--- src/rtl/la_hs_pkg.sv ---
// Shared definitions for the la_hs req/ack bundled-data crossing (transmitter and receiver).
package la_hs_pkg;

  // 2'd3 is unused and recovers to IDLE.
  typedef enum logic [1:0] {
    IDLE   = 2'd0,
    REQ_HI = 2'd1,
    REQ_LO = 2'd2
  } state_t;

  localparam int LA_HS_STAGES = 2;

endpackage

--- src/rtl/la_dsync.sv ---
// Level synchronizer: din appears on dout exactly STAGES clk cycles later. No reset, so a level held
// across a reset stays visible to the logic that follows.
module la_dsync #(
  parameter int STAGES = 2,
  parameter     PROP   = "DEFAULT"
) (
  input  logic clk,
  input  logic din,
  output logic dout
);

  logic [STAGES-1:0] sync;

  always_ff @(posedge clk) begin
    sync <= {sync[STAGES-2:0], din};
  end

  assign dout = sync[STAGES-1];

  // Hook for a technology-specific synchronizer cell selected by PROP.
  generate
    if (PROP != "DEFAULT") begin : g_prop_hook
    end
  endgenerate

endmodule

--- src/rtl/la_hs_tx.sv ---
// Source half of a 4-phase req/ack CDC: the word is held on data_out while req_out is high; ack edges act STAGES+1 cycles later.
// in_ready stays low until the full handshake completes and ack_sync is low; LA_HS_TX_TIMEOUT_EN adds a sticky err output.
module la_hs_tx
  import la_hs_pkg::*;
#(
  parameter int DW      = 32,
  parameter int STAGES  = LA_HS_STAGES,
`ifdef LA_HS_TX_TIMEOUT_EN
  parameter int TIMEOUT = 1024,
`endif
  parameter     PROP    = "DEFAULT"
) (
  input  logic          clk,
  input  logic          reset,
  input  logic          in_valid,
  output logic          in_ready,
  input  logic [DW-1:0] in_data,
  output logic          req_out,
  output logic [DW-1:0] data_out,
  input  logic          ack_in,
  output logic          tx_done,
  output logic          busy
`ifdef LA_HS_TX_TIMEOUT_EN
  ,
  output logic          err
`endif
);

  state_t state;
  logic   ack_sync;
  logic   accept;

  la_dsync #(
    .STAGES(STAGES),
    .PROP  (PROP)
  ) u_ack_sync (
    .clk (clk),
    .din (ack_in),
    .dout(ack_sync)
  );

  // A leftover ack (e.g. from before a reset) must drain before a new request.
  assign in_ready = (state == IDLE) & ~ack_sync;
  assign accept   = in_valid & in_ready;
  assign busy     = (state != IDLE);

  always_ff @(posedge clk) begin
    if (reset) begin
      state    <= IDLE;
      req_out  <= 1'b0;
      data_out <= '0;
      tx_done  <= 1'b0;
    end else begin
      tx_done <= 1'b0;
      case (state)
        IDLE: begin
          if (accept) begin
            data_out <= in_data;
            req_out  <= 1'b1;
            state    <= REQ_HI;
          end
        end
        REQ_HI: begin
          if (ack_sync) begin
            req_out <= 1'b0;
            state   <= REQ_LO;
          end
        end
        REQ_LO: begin
          if (!ack_sync) begin
            tx_done <= 1'b1;
            state   <= IDLE;
          end
        end
        default: begin
          req_out <= 1'b0;
          state   <= IDLE;
        end
      endcase
    end
  end

`ifdef LA_HS_TX_TIMEOUT_EN
  localparam int CW = $clog2(TIMEOUT + 1);

  logic [CW-1:0] phase_cnt;
  logic          phase_end;
  logic          in_phase;

  assign in_phase  = (state == REQ_HI) | (state == REQ_LO);
  assign phase_end = accept | ((state == REQ_HI) & ack_sync) | ((state == REQ_LO) & ~ack_sync);

  // err rises in the cycle the count reaches TIMEOUT; the handshake keeps waiting.
  always_ff @(posedge clk) begin
    if (reset) begin
      phase_cnt <= '0;
      err       <= 1'b0;
    end else if (phase_end || !in_phase) begin
      phase_cnt <= '0;
    end else begin
      if (phase_cnt != CW'(TIMEOUT)) phase_cnt <= phase_cnt + 1'b1;
      if (phase_cnt >= CW'(TIMEOUT - 1)) err <= 1'b1;
    end
  end
`endif

endmodule

--- config.mk ---
export PLATFORM = sky130hd
export DESIGN_NAME = la_hs_tx
export DESIGN_NICKNAME = d
export VERILOG_FILES = /design/src/rtl/la_hs_pkg.sv /design/src/rtl/la_dsync.sv /design/src/rtl/la_hs_tx.sv
export SDC_FILE = /design/constraint.sdc
export NUM_CORES = 1
export LEC_CHECK = 0
export CAP_MARGIN = 20
export CORE_MARGIN = 2
export CORE_UTILIZATION = 39
export CTS_BUF_LIST = sky130_fd_sc_hd__clkbuf_4
export DETAILED_ROUTE_END_ITERATION = 8
export HOLD_SLACK_MARGIN = 0.1
export PLACE_DENSITY = 0.8
export SLEW_MARGIN = 20
export SYNTH_ARGS = -nofsm -noshare
export SYNTH_HDL_FRONTEND = slang
export SYNTH_HIERARCHICAL = 1
export SYNTH_SLANG_ARGS = --single-unit
--- constraint.sdc ---
create_clock -name clk -period 1.07 [get_ports clk]
set_input_delay 0.1605 -clock clk [delete_from_list [all_inputs] [get_ports clk]]
set_output_delay 0.1605 -clock clk [all_outputs]
set_load 0.005 [all_outputs]
**Yosys cells after proc, flatten, opt, wreduce, memory -nomap -nowiden**

Index checks and enable logic that the tools add are counted.

- Register bits: 38
- Latch bits: 0
- RAM bits: 0
- Memory bits (read-only): 0
- Bits of input ports: 36
- Output and inout bits: 36
- Word-level logic and storage cells: 28
- Memories: 0

- Add/sub/neg operators: 0
- $mul: 0
- Div/mod/pow operators: 0
- $lt $le $gt $ge: 0
- Eq/ne operators: 5
- Shifts and indexed selects: 0
- Muxes and demuxes: 8
- Bitwise logic cells: 4
- Reductions and logical operators: 6

Operators with widths:

| kind | number |
|---|---|
| 2-bit two-way mux | 3 |
| 2-bit one-hot mux with 3 select lines | 1 |
| 3-bit AND reduction | 2 |
| 2-bit inequality test, second input constant | 2 |
| 1-bit two-way mux | 3 |
| 1-bit one-hot mux with 3 select lines | 1 |
| 1-bit AND | 2 |
| 2-bit by 1-bit == test with 1-bit output, second input constant | 1 |
| 2-bit == test, second input constant | 1 |
| 2-bit logical NOT | 1 |
| 2-bit by 1-bit inequality test with 1-bit output, second input constant | 1 |
| 1-bit inverter | 2 |
| 2-bit AND reduction | 1 |
| 2-bit nonzero test | 1 |
| 2-bit OR reduction | 1 |

**Logic depth before layout (Yosys ltp)**

Gate-level depths: netlist of run 1.

- Word-level depth: 5
- Mapped depth: 4
- Mapped depth without buffers: 2

**By module**

Netlist of run 1, hierarchy kept.

Modules (own cells, without submodules):

| module | times used | cells an instance | area an instance (um^2) | seq. area each (um^2) |
|---|---|---|---|---|
| la_hs_tx | 1 | 155 | 1621.6 | 720.7 |
| la_dsync | 1 | 2 | 40.0 | 40.0 |

**Least setup slack after synthesis of run 1**

OpenSTA, ideal clock, no wires.

- Path kind: reg2reg
- From: reg state[1]
- To: reg data_out[0]
- Library setup time: 0.072 ns
- Arrival time: 1.098 ns
- Data required time: 0.998 ns
- Slack: -0.100 ns
- Stages on the path, launching flop included: 5
- Buffers on the path: 2
- Clock period less this slack: 1.170 ns
- Cells stage by stage: dfxtp_1 nor4b_2 buf_6 buf_12 mux2i_1

- Word-level cells in the longest chain between the ends: 4

Ends and longest elaborated chain:

| what | line | source |
|---|---|---|
| start: declaration | la_hs_tx.sv:29 | `state_t state;` |
| start signal: assignment | la_hs_tx.sv:49 | `state <= IDLE;` |
| start signal: assignment | la_hs_tx.sv:60 | `state <= REQ_HI;` |
| start signal: assignment | la_hs_tx.sv:66 | `state <= REQ_LO;` |
| 2-bit logical NOT (*) | la_hs_tx.sv:43, la_hs_tx.sv:55 |  |
| 1-bit AND | la_hs_tx.sv:43 | `assign in_ready = (state == IDLE) & ~ack_sync;` |
| 1-bit AND | la_hs_tx.sv:44 | `assign accept = in_valid & in_ready;` |
| 2-bit AND reduction (no line) (*) | n/a |  |
| end signal: assignment | la_hs_tx.sv:58 | `data_out <= in_data;` |
| end: declaration | la_hs_tx.sv:19 | `output logic [DW-1:0] data_out,` |

Every way passes the cells marked *; elsewhere a longest branch is shown, timed or not.
A chain may end at the register's enable or synchronous reset.

**Worst setup path in the final report of run 1**

- From: reg state[0]
- To: reg data_out[12]

The elaborated chain is that of the path after synthesis.

==> flow_summary_export.csv, run 1 <==
group,metric,value,unit
final_layout,layout.nets,282,
setup_path,crit_required,1.32,ns
placed_design,globalplace.congestion,0.779,
clock_network,cts_buffer_depth,2,
pwr,comb_power_share,20.7,%
floorplan,initial_utilization,40.9,%
run,cap_viol_max_count,0,
timing,setup_viol,35,
final_layout,fillers,344,
timing,worst_slack,-0.301,ns
clock_network,cts.sinks,38,
floorplan,die-area,4800,sq um
synthesis,synth_area_leaders,"dfxtp_1 (46%), nand2b_1 (24%), mux2i_1 (19%)",
placed_design,dpl.hpwl,2460,microns
timing,worst_slew_pin_slew,0.254,ns
clock_network,cts_buffers,5,
synthesis,synth_top_area_share,45.8,%
clock_network,path_clk_slew,0.10,ns
global_route,grt-ovfl-total,0,
outcome,status,"finished, violations left",
clock_network,clkLatencyLatePin,0.32,ns
timing,rsz0062_at_grt,"true",
detailed_routing,first_pass_iters,4,
detailed_routing,drtIter0Drc,38,
synthesis,synth_seq_cells,38,
floorplan,core,4060,sq um
synthesis,synth_top_cell_by_area,"dfxtp_1",
final_layout,seq_area,807,sq um
pwr,powerDensity,1060,nW/um^2
final_layout,final_cells,295,
pwr,p_leak,1.09,nW
clock_network,htreeDepth,2,
synthesis,yosysWarnings,6,
synthesis,synthCells,157,
synthesis,synth_area_per_cell,10.6,sq um
timing,slew_headroom,83.0,%
global_route,grt_use_total,16.2,%
global_route,antenna_found_initial,0,
setup_path,start_kind,"register",
timing,slew_violations,0,
placed_design,numPlacedInstances,275,
synthesis,synth-seq-area-share,45.8,%
setup_path,worstPathArrival,1.62,ns
timing,fin_skew,0.00306,ns
setup_path,cp-end-kind,"register",
final_layout,areaGrowthSynthToFinish,56.9,%
global_route,grt_pass1_vias,1365,
setup_path,rrSetupSlack,-0.30,ns
timing,fmax,729,MHz
detailed_routing,wl_per_cell,13.1,microns
clock_network,clock-root-buffer,"clkbuf_4",
setup_path,crit_fanout,8,
detailed_routing,drcViolationCount,0,
pwr,worst_ir_drop_vdd,0.572,mV
setup_path,worstSetupPathType,"reg -> reg",
global_route,grt_max_degree,37,
timing,hold_viol_final,0,
detailed_routing,wl,3870,microns
pwr,pwr-share-clk,23.4,%
timing,finalCriticalPeriod,1.37,ns
floorplan,rows,23,
floorplan,dieHeight,69.3,microns
global_route,grt_pass1_wl,6290,microns
clock_network,cts_tree,"built",
clock_network,cts_hold_buf,0,
detailed_routing,vias,1366,
outcome,violations,"setup timing",
synthesis,netlist_area,1660,sq um
timing,final.period_utilization,128,%
final_layout,drive_gt1_share,33.5,%
pwr,switching_share,23.7,%
placed_design,io_buffers,71,
detailed_routing,antenna_left,0,
worst_hold_path,min_path_type,"in -> reg",
pwr,seq_power_share,55.9,%
detailed_routing,drt-vias-per-instance,4.63,
floorplan,die_x,69.3,microns
synthesis,ys_types,17,
synthesis,synth_fp_nets,193,
pwr,power.switching,0.653,mW
final_layout,antenna_cells,0,
timing,tns,-8.54,ns
pwr,p_int,2.10,mW
floorplan,ioPinCount,72,
final_layout,multi_input_area,808,sq um
-- stage by stage --
stage	area [sq um]	utilization [%]	power (mW)	setup slack (ns)	hold slack (ns)
final	2610	64.3	2.76	-0.301	0.292
after global routing	2610	64.3	2.90	-0.362	0.263
after CTS	2640	65.0	2.79	-0.311	0.278
after detailed placement	2430	60.0	2.10	-0.496	0.336
after global placement	2430	60.0	2.09	-0.384	0.312
after floorplan	1660	-	1.80	-0.0806	0.188
-- cells in the mapped netlist --
library cell and instances:
or2_1 1, nor2_1 2, nand2b_1 64, nor4b_2 1, nor4b_1 1, dfxtp_1 38
xor2_1 1, buf_6 1, nor2b_1 1, nor4_1 1, buf_12 3, and3_1 1
mux2i_1 32, a22o_1 1, clkbuf_1 7, o21ai_0 1, inv_1 1
-- metal layers --
layer	global-route usage, %	vias up	part of all wire (%)
met5	0	-	0
met4	3.92	0	1.0
met3	5.52	8	5.5
met2	27.1	52	49
met1	19.9	623	44
li1	-	683	-
-- layout make-up --
cell class,count,area share [%]
Timing Repair Buffer,93,33.9
Multi-Input combinational cell,107,31.0
Sequential cell,38,31.0
Tap cell,50,2.40
Clock buffer,5,1.44
Clock inverter,1,0.144
Inverter,1,0.144
-- power by group through the flow --
stage | logic [mW] | registers [mW] | clock network [mW]
6_report | 0.570 | 1.54 | 0.646
5_1_grt | 0.617 | 1.55 | 0.734
4_1_cts | 0.575 | 1.54 | 0.679
3_5_place_dp | 0.541 | 1.56 | 0
3_3_place_gp | 0.531 | 1.56 | 0
2_1_floorplan | 0.231 | 1.57 | 0
-- kinds of logic (layout without fill, tap and decap cells) --
kind of cell,after synthesis,after routing,share of synthesized area [%]
AOI/OAI and AO/OA,2,2,0.828
xor gates and xnor gates,1,1,0.527
buffers and inverters,12,100,6.10
DFF,38,38,45.8
muxes,32,32,19.3
and+or+nand+nor,72,72,27.5
-- repair_timing --
action / CTS / global route
buffers inserted: 6 / 4
cloned: 3 / 1
endpoints found under the setup margin: 69 / 55
gates resized for setup: 104 / 26
pin swaps: 1 / 4
-- state kept, by name, summed over array words and instances, names as in the netlist --
signal,flops
u_ack_sync/sync,2
req_out,1
data_out,32
state,2
tx_done,1
-- critical path: stages, from the launching register on --
cell     delay, ns
dfxtp_4       0.36
buf_6         0.12
nor4b_4       0.27
buf_6         0.19
buf_8         0.15
mux2i_1       0.20
-- placed cells by master, fill, tap and decap left out --
cell	instances
buf_2	1
nor4_1	1
clkdlybuf4s50_1	35
dfxtp_2	34
buf_4	14
nor4b_4	1
clkbuf_2	17
clkdlybuf4s15_2	1
clkbuf_16	2
xor2_1	1
clkdlybuf4s15_1	16
buf_8	1
or2_1	1
dfxtp_1	3
nor4b_1	1
dlymetal6s2s_1	1
clkbuf_4	5
buf_12	2
mux2i_1	32
nand2b_1	64
clkinv_1	1
inv_1	1
and3_1	1
nor2_1	2
buf_6	2
a22o_1	1
buf_16	1
dfxtp_4	1
nor2b_1	1
o21ai_0	1
-- final timing paths --
| path | startpoint | to | cells after the start |
|---|---|---|---|
| worst min-delay path | ack_in | u_ack_sync/sync[0] | 1 |
| worst min register to register | u_ack_sync/sync[0] | u_ack_sync/sync[1] | 0 |
| worst max-delay path | state[0] | data_out[12] | 5 |
| worst max register to register | state[0] | data_out[12] | 5 |
Note: power is estimated with default switching activity, not from simulation.
==> run 2, diff against run 1 <==
Settings changed: CELL_PAD_IN_SITES_DETAIL_PLACEMENT set to 0, CELL_PAD_IN_SITES_GLOBAL_PLACEMENT set to 1, CORE_UTILIZATION 39 to 32, PLACE_DENSITY 0.8 to 0.83.
Clock period 1.07 ns to 1.4 ns, I/O delays scaled along.
==> flow_summary_export.csv, run 2 (synthesis results as in run 1) <==
group,metric,value,unit
outcome,status,"finished, violations left",
outcome,violations,"setup timing",
final_layout,final_common_cell,"nand2b_1",
floorplan,core,5070,sq um
final_layout,largest_register_ffs,32,
final_layout,seq_area,800,sq um
final_layout,layout_common_cells,"nand2b_1 (64), clkdlybuf4s50_1 (38), mux2i_1 (32)",
worst_hold_path,hold_depth,1,
setup_path,start_kind,"register",
setup_path,crit_required,1.66,ns
clock_network,htreeDepth,2,
setup_path,r2r-start,"state[0]",
setup_path,worstSetupPathType,"reg -> reg",
timing,setup_viol,27,
floorplan,ioPinCount,72,
global_route,grt_use_total,12.3,%
final_layout,final_cells,314,
global_route,grt_pass1_vias,1277,
placed_design,placedInstanceArea,2460,sq um
final_layout,fillers,488,
global_route,use_met2,20.3,%
timing,rsz0062_at_grt,"true",
worst_hold_path,hp-start,"ack_in",
final_layout,drive_gt1_share,24.6,%
placed_design,dpl.hpwl,2270,microns
worst_hold_path,holdPathEnd,"u_ack_sync/sync[0]",
detailed_routing,wl,3880,microns
clock_network,clock-root-buffer,"clkbuf_4",
detailed_routing,first_pass_iters,4,
global_route,grt_max_degree,45,
timing,slew_headroom,78.2,%
run,cap_viol_max_count,0,
detailed_routing,drcViolationCount,0,
final_layout,layout.nets,279,
detailed_routing,drt-vias-per-instance,4.17,
timing,hold_viol_final,0,
timing,worst_slack,-0.0477,ns
clock_network,clkLatencyLatePin,0.33,ns
final_layout,areaGrowthSynthToFinish,61.3,%
pwr,p_leak,1.24,nW
detailed_routing,wl_per_cell,12.4,microns
timing,worst_slew_pin_slew,0.326,ns
timing,finalCriticalPeriod,1.45,ns
timing,slew_violations,0,
detailed_routing,vias,1308,
placed_design,io_buffers,71,
clock_network,path_clk_slew,0.11,ns
pwr,worst_ir_drop_vdd,0.398,mV
final_layout,antenna_cells,0,
timing,final.period_utilization,103,%
pwr,finalPower,2.16,mW
detailed_routing,antenna_left,0,
clock_network,cts_tree,"built",
timing,fmax,691,MHz
setup_path,crit_fanout,8,
final_layout,largest-register,"data_out",
floorplan,initial_utilization,32.7,%
timing,fin_skew,0.0113,ns
global_route,antenna_found_initial,0,
final_layout,design_area,2680,sq um
worst_hold_path,min_path_type,"in -> reg",
final_layout,multi_input_area,808,sq um
floorplan,die_x,76.1,microns
pwr,powerDensity,806,nW/um^2
floorplan,rows,26,
setup_path,cp-end-kind,"register",
clock_network,cts_buffer_depth,2,
setup_path,reg2regPathDepth,5,
global_route,grt_pass1_wl,5800,microns
global_route,met3_usage,5.33,%
clock_network,cts_buffers,5,
placed_design,globalplace.congestion,0.655,
final_layout,top_regs,"data_out (32), state (2), u_ack_sync/sync (2)",
setup_path,r2r-end,"data_out[28]",
detailed_routing,drtIter0Drc,29,
setup_path,rrSetupSlack,-0.05,ns
floorplan,die-area,5790,sq um
floorplan,dieHeight,76.1,microns
global_route,grt_use_met1,14.6,%
global_route,grt-ovfl-total,0,
setup_path,worstPathArrival,1.71,ns
clock_network,cts.sinks,38,
placed_design,numPlacedInstances,294,
global_route,busiest_layer,"met2",
run 2: cell type report:
| class | count | share of cell area (%) |
|---|---|---|
| timing repair buffer | 90 | 34.6 |
| clock buffer | 6 | 1.68 |
| tap | 70 | 3.27 |
| inverter | 1 | 0.140 |
| clock inverter | 2 | 0.327 |
| multi-input combinational | 107 | 30.2 |
| sequential | 38 | 29.8 |
run 2: worst max-delay path by stage:
stage / endpoint / startpoint / slack, ns / cells past startpoint
floorplan: data_out[0] / state[1] / 0.23 / 4
global placement: data_out[15] / in_valid / -0.12 / 4
detailed placement: data_out[26] / in_valid / -0.15 / 4
CTS: data_out[31] / data_out[31] / 0.004 / 1
global route: data_out[8] / state[0] / -0.11 / 5
finish: data_out[28] / state[0] / -0.05 / 5
run 2: routing by layer:
layer | vias up | wire length (microns)
met5 | - | 0
met4 | 0 | 21
met3 | 2 | 252
met2 | 44 | 1820
met1 | 584 | 1790
li1 | 678 | -
run 2: through the flow:
stage / hold slack (ns) / util [%] / setup TNS [ns] / setup WS, ns
2_1_floorplan: 0.238 / - / 0 / 0.230
3_3_place_gp: 0.311 / 48.5 / -3.17 / -0.117
3_5_place_dp: 0.314 / 48.5 / -4.16 / -0.150
4_1_cts: 0.290 / 49.7 / 0 / 0.00355
5_1_grt: 0.302 / 52.8 / -2.71 / -0.115
6_report: 0.313 / 52.8 / -0.687 / -0.0477
run 2: repair_timing:
| action | CTS | global route |
|---|---|---|
| resized for setup | 59 | 18 |
| setup buffers | 1 | 7 |
| pin swaps | 2 | 2 |
| hold buffers | 0 | 0 |
| endpoints found under the setup margin | 33 | 41 |
| cloned | 0 | 4 |
run 2: power breakdown:
part | leakage, nW | switching (mW) | internal [mW]
clock network | 0.0331 | 0.342 | 0.208
registers | 0.324 | 0.0295 | 1.15
logic | 0.884 | 0.144 | 0.291
run 2: critical path, stage by stage (launching register included):
cell and delay (ns):
dfxtp_2 0.35, buf_6 0.12, nor4b_4 0.37, buf_6 0.20, clkbuf_16 0.17, mux2i_1 0.17
==> run 3, diff against run 2 <==
Settings changed: ABC_AREA set to 1, CORE_UTILIZATION 32 to 27, CTS_CLUSTER_SIZE set to 12, PLACE_DENSITY 0.83 to 0.79.
Clock period 1.4 ns to 1.3 ns, I/O delays scaled along.
==> flow_summary_export.csv, run 3 <==
group,metric,value,unit
timing,slew_headroom,86.3,%
detailed_routing,first_pass_iters,6,
global_route,grt-ovfl-total,0,
final_layout,layout_common_cells,"inv_1 (97), nand2_1 (60), dfxtp_2 (35), clkdlybuf4s50_1 (35)",
timing,slew_violations,0,
synthesis,synthCells,295,
timing,fmax,779,MHz
detailed_routing,drtIter0Drc,55,
outcome,status,"finished, final reports clean",
floorplan,rows,30,
pwr,worst_ir_drop_vdd,0.375,mV
floorplan,die_x,87.2,microns
clock_network,cts_buffers,5,
final_layout,areaGrowthSynthToFinish,52.3,%
placed_design,numPlacedInstances,444,
pwr,powerDensity,891,nW/um^2
clock_network,cts_tree,"built",
synthesis,synthArstFlopShare,0,%
setup_path,crit_fanout,2,
final_layout,largest_register_ffs,32,
clock_network,clock-root-buffer,"clkbuf_4",
synthesis,synth-seq-area-share,40.8,%
final_layout,final_common_cell,"inv_1",
final_layout,final_cells,455,
floorplan,initial_utilization,27.6,%
setup_path,worstSetupPathType,"reg -> out",
detailed_routing,antenna_left,0,
synthesis,synth_top_area_share,40.8,%
clock_network,htreeDepth,2,
clock_network,path_clk_slew,0.11,ns
clock_network,clkLatencyLatePin,0.34,ns
final_layout,layout.nets,410,
setup_path,r2r-start,"state[1]",
synthesis,ys_types,17,
pwr,p_leak,1.62,nW
floorplan,die-area,7600,sq um
global_route,met3_usage,3.51,%
timing,rsz0062_at_grt,"true",
synthesis,synth_edf_count,0,
global_route,busiest_layer,"met2",
floorplan,ioPinCount,72,
run,cap_viol_max_count,0,
synthesis,synthFlopType,"dfxtp_1",
timing,worst_slew_pin_slew,0.206,ns
setup_path,rrSetupSlack,0.07,ns
placed_design,io_buffers,71,
worst_hold_path,min_path_type,"in -> reg",
timing,hold_viol_final,0,
timing,final.period_utilization,98.7,%
timing,finalCriticalPeriod,1.28,ns
global_route,use_met2,21.4,%
timing,setup_viol,0,
setup_path,cpMaxStageDelayCell,"dfxtp_2",
worst_hold_path,hp-start,"ack_in",
global_route,grt_max_degree,34,
setup_path,cp-end-kind,"output pin",
floorplan,dieHeight,87.2,microns
setup_path,cp_common_cell,"buf_6",
synthesis,yosysMostFrequentCell,"inv_1",
global_route,grt_use_met1,16.4,%
timing,hold-worst-slack,0.294,ns
placed_design,placedInstanceArea,2730,sq um
global_route,grt_pass1_wl,7770,microns
detailed_routing,vias,1840,
setup_path,start_kind,"register",
detailed_routing,wl_per_cell,10.0,microns
pwr,finalPower,2.54,mW
clock_network,cts.sinks,38,
setup_path,reg2regPathDepth,7,
clock_network,cts_buffer_depth,2,
final_layout,design_area,2840,sq um
setup_path,cp_cell_sequence,"nor2_4, inv_2, buf_6, buf_6",
setup_path,crit_required,1.11,ns
final_layout,drive_gt1_share,19.5,%
synthesis,synth_fp_nets,331,
worst_hold_path,holdPathEnd,"u_ack_sync/sync[0]",
timing,worst_slack,0.0170,ns
setup_path,worstPathArrival,1.09,ns
synthesis,synth_area_leaders,"dfxtp_1 (41%), inv_1 (20%), nand2_1 (13%)",
synthesis,synth_seq_cells,38,
detailed_routing,wl,4560,microns
detailed_routing,drt-vias-per-instance,4.04,
global_route,grt_use_total,12.8,%
worst_hold_path,hold_depth,1,
detailed_routing,drcViolationCount,0,
setup_path,slowest_delay,0.35,ns
final_layout,antenna_cells,0,
timing,fin_skew,0.00535,ns
synthesis,netlist_area,1870,sq um
setup_path,r2r-end,"data_out[11]",
placed_design,globalplace.congestion,0.699,
global_route,antenna_found_initial,0,
final_layout,largest-register,"data_out",
synthesis,yosys-top-cells-count,"inv_1 (99), nand2_1 (66), dfxtp_1 (38)",
floorplan,core,6760,sq um
synthesis,yosysWarnings,6,
synthesis,synth_area_per_cell,6.33,sq um
synthesis,synth_top_cell_by_area,"dfxtp_1",
global_route,grt_pass1_vias,1765,
placed_design,dpl.hpwl,3200,microns
final_layout,top_regs,"data_out (32), state (2), u_ack_sync/sync (2)",
placed_design,post-place-ws,-0.0542,ns
[run 3: changes by cell type in the layout (fill, tap and decap cells not counted), moves of 4 or more]
cell / before / now
nand2b_1: 64 / 0
dfxtp_1: 7 / 3
dlymetal6s2s_1: 6 / 0
nand4_1: 0 / 32
nand2_1: 0 / 60
nor2_1: 2 / 34
dfxtp_2: 31 / 35
nand2_2: 0 / 5
mux2i_1: 32 / 0
dlygate4sd2_1: 25 / 34
inv_1: 1 / 97
[run 3: layout make-up]
cell class | count | area (sq um)
Fill cell | 735 | 3910
Clock inverter | 2 | 8.76
Clock buffer | 6 | 45.0
Multi-Input combinational cell | 141 | 664
Timing Repair Buffer | 88 | 846
Tap cell | 80 | 100
Inverter | 100 | 375
Sequential cell | 38 | 805
[run 3: worst max-delay path: cells and delay by family (launching register included)]
family	cells	cell delay, ns
flops	1	0.35
simple gates	1	0.15
buf+inv	3	0.27
[run 3: timing repair]
action	CTS	global route
setup buffers	3	0
resized for setup	82	10
pin swaps	1	15
hold buffers	0	0
setup endpoints to repair	70	35
[run 3: metal layers]
| layer | vias to the layer above | share of wire, % |
|---|---|---|
| met3 | 7 | 6.3 |
| met1 | 783 | 49 |
| li1 | 1002 | - |
| met2 | 48 | 43 |
| met4 | 0 | 1.1 |
| met5 | - | 0 |
[run 3: cells by family after synthesis]
| group | share of synthesized area, % |
|---|---|
| AOI/OAI and AO/OA | 0.804 |
| xor gates and xnor gates | 0.469 |
| buffers and inverters | 24.9 |
| DFF | 40.8 |
| and+or+nand+nor | 33.1 |
[run 3: worst max-delay path by stage]
stage               startpoint      endpoint  slack [ns]  cells after the start
floorplan             state[1]      in_ready        0.20                      4
global placement      state[1]  data_out[30]       -0.02                      7
detailed placement    state[1]  data_out[22]       -0.05                      7
CTS                   state[0]          busy       -0.02                      4
global route          state[1]      in_ready       -0.06                      4
finish                state[1]          busy        0.02                      4
[run 3: power breakdown]
part / switching [mW] / internal [mW] / leakage [nW] / total (mW)
Combinational: 0.294 / 0.334 / 1.26 / 0.628
Clock: 0.383 / 0.224 / 0.0331 / 0.608
Sequential: 0.0406 / 1.26 / 0.326 / 1.30
[run 3: metrics by stage]
step                      utilization, %  TNS, ns
final                               42.1        0
after global routing                42.1   -0.182
after CTS                           41.7  -0.0289
after detailed placement            40.4    -1.39
after global placement              40.4   -0.303
after floorplan                        -        0
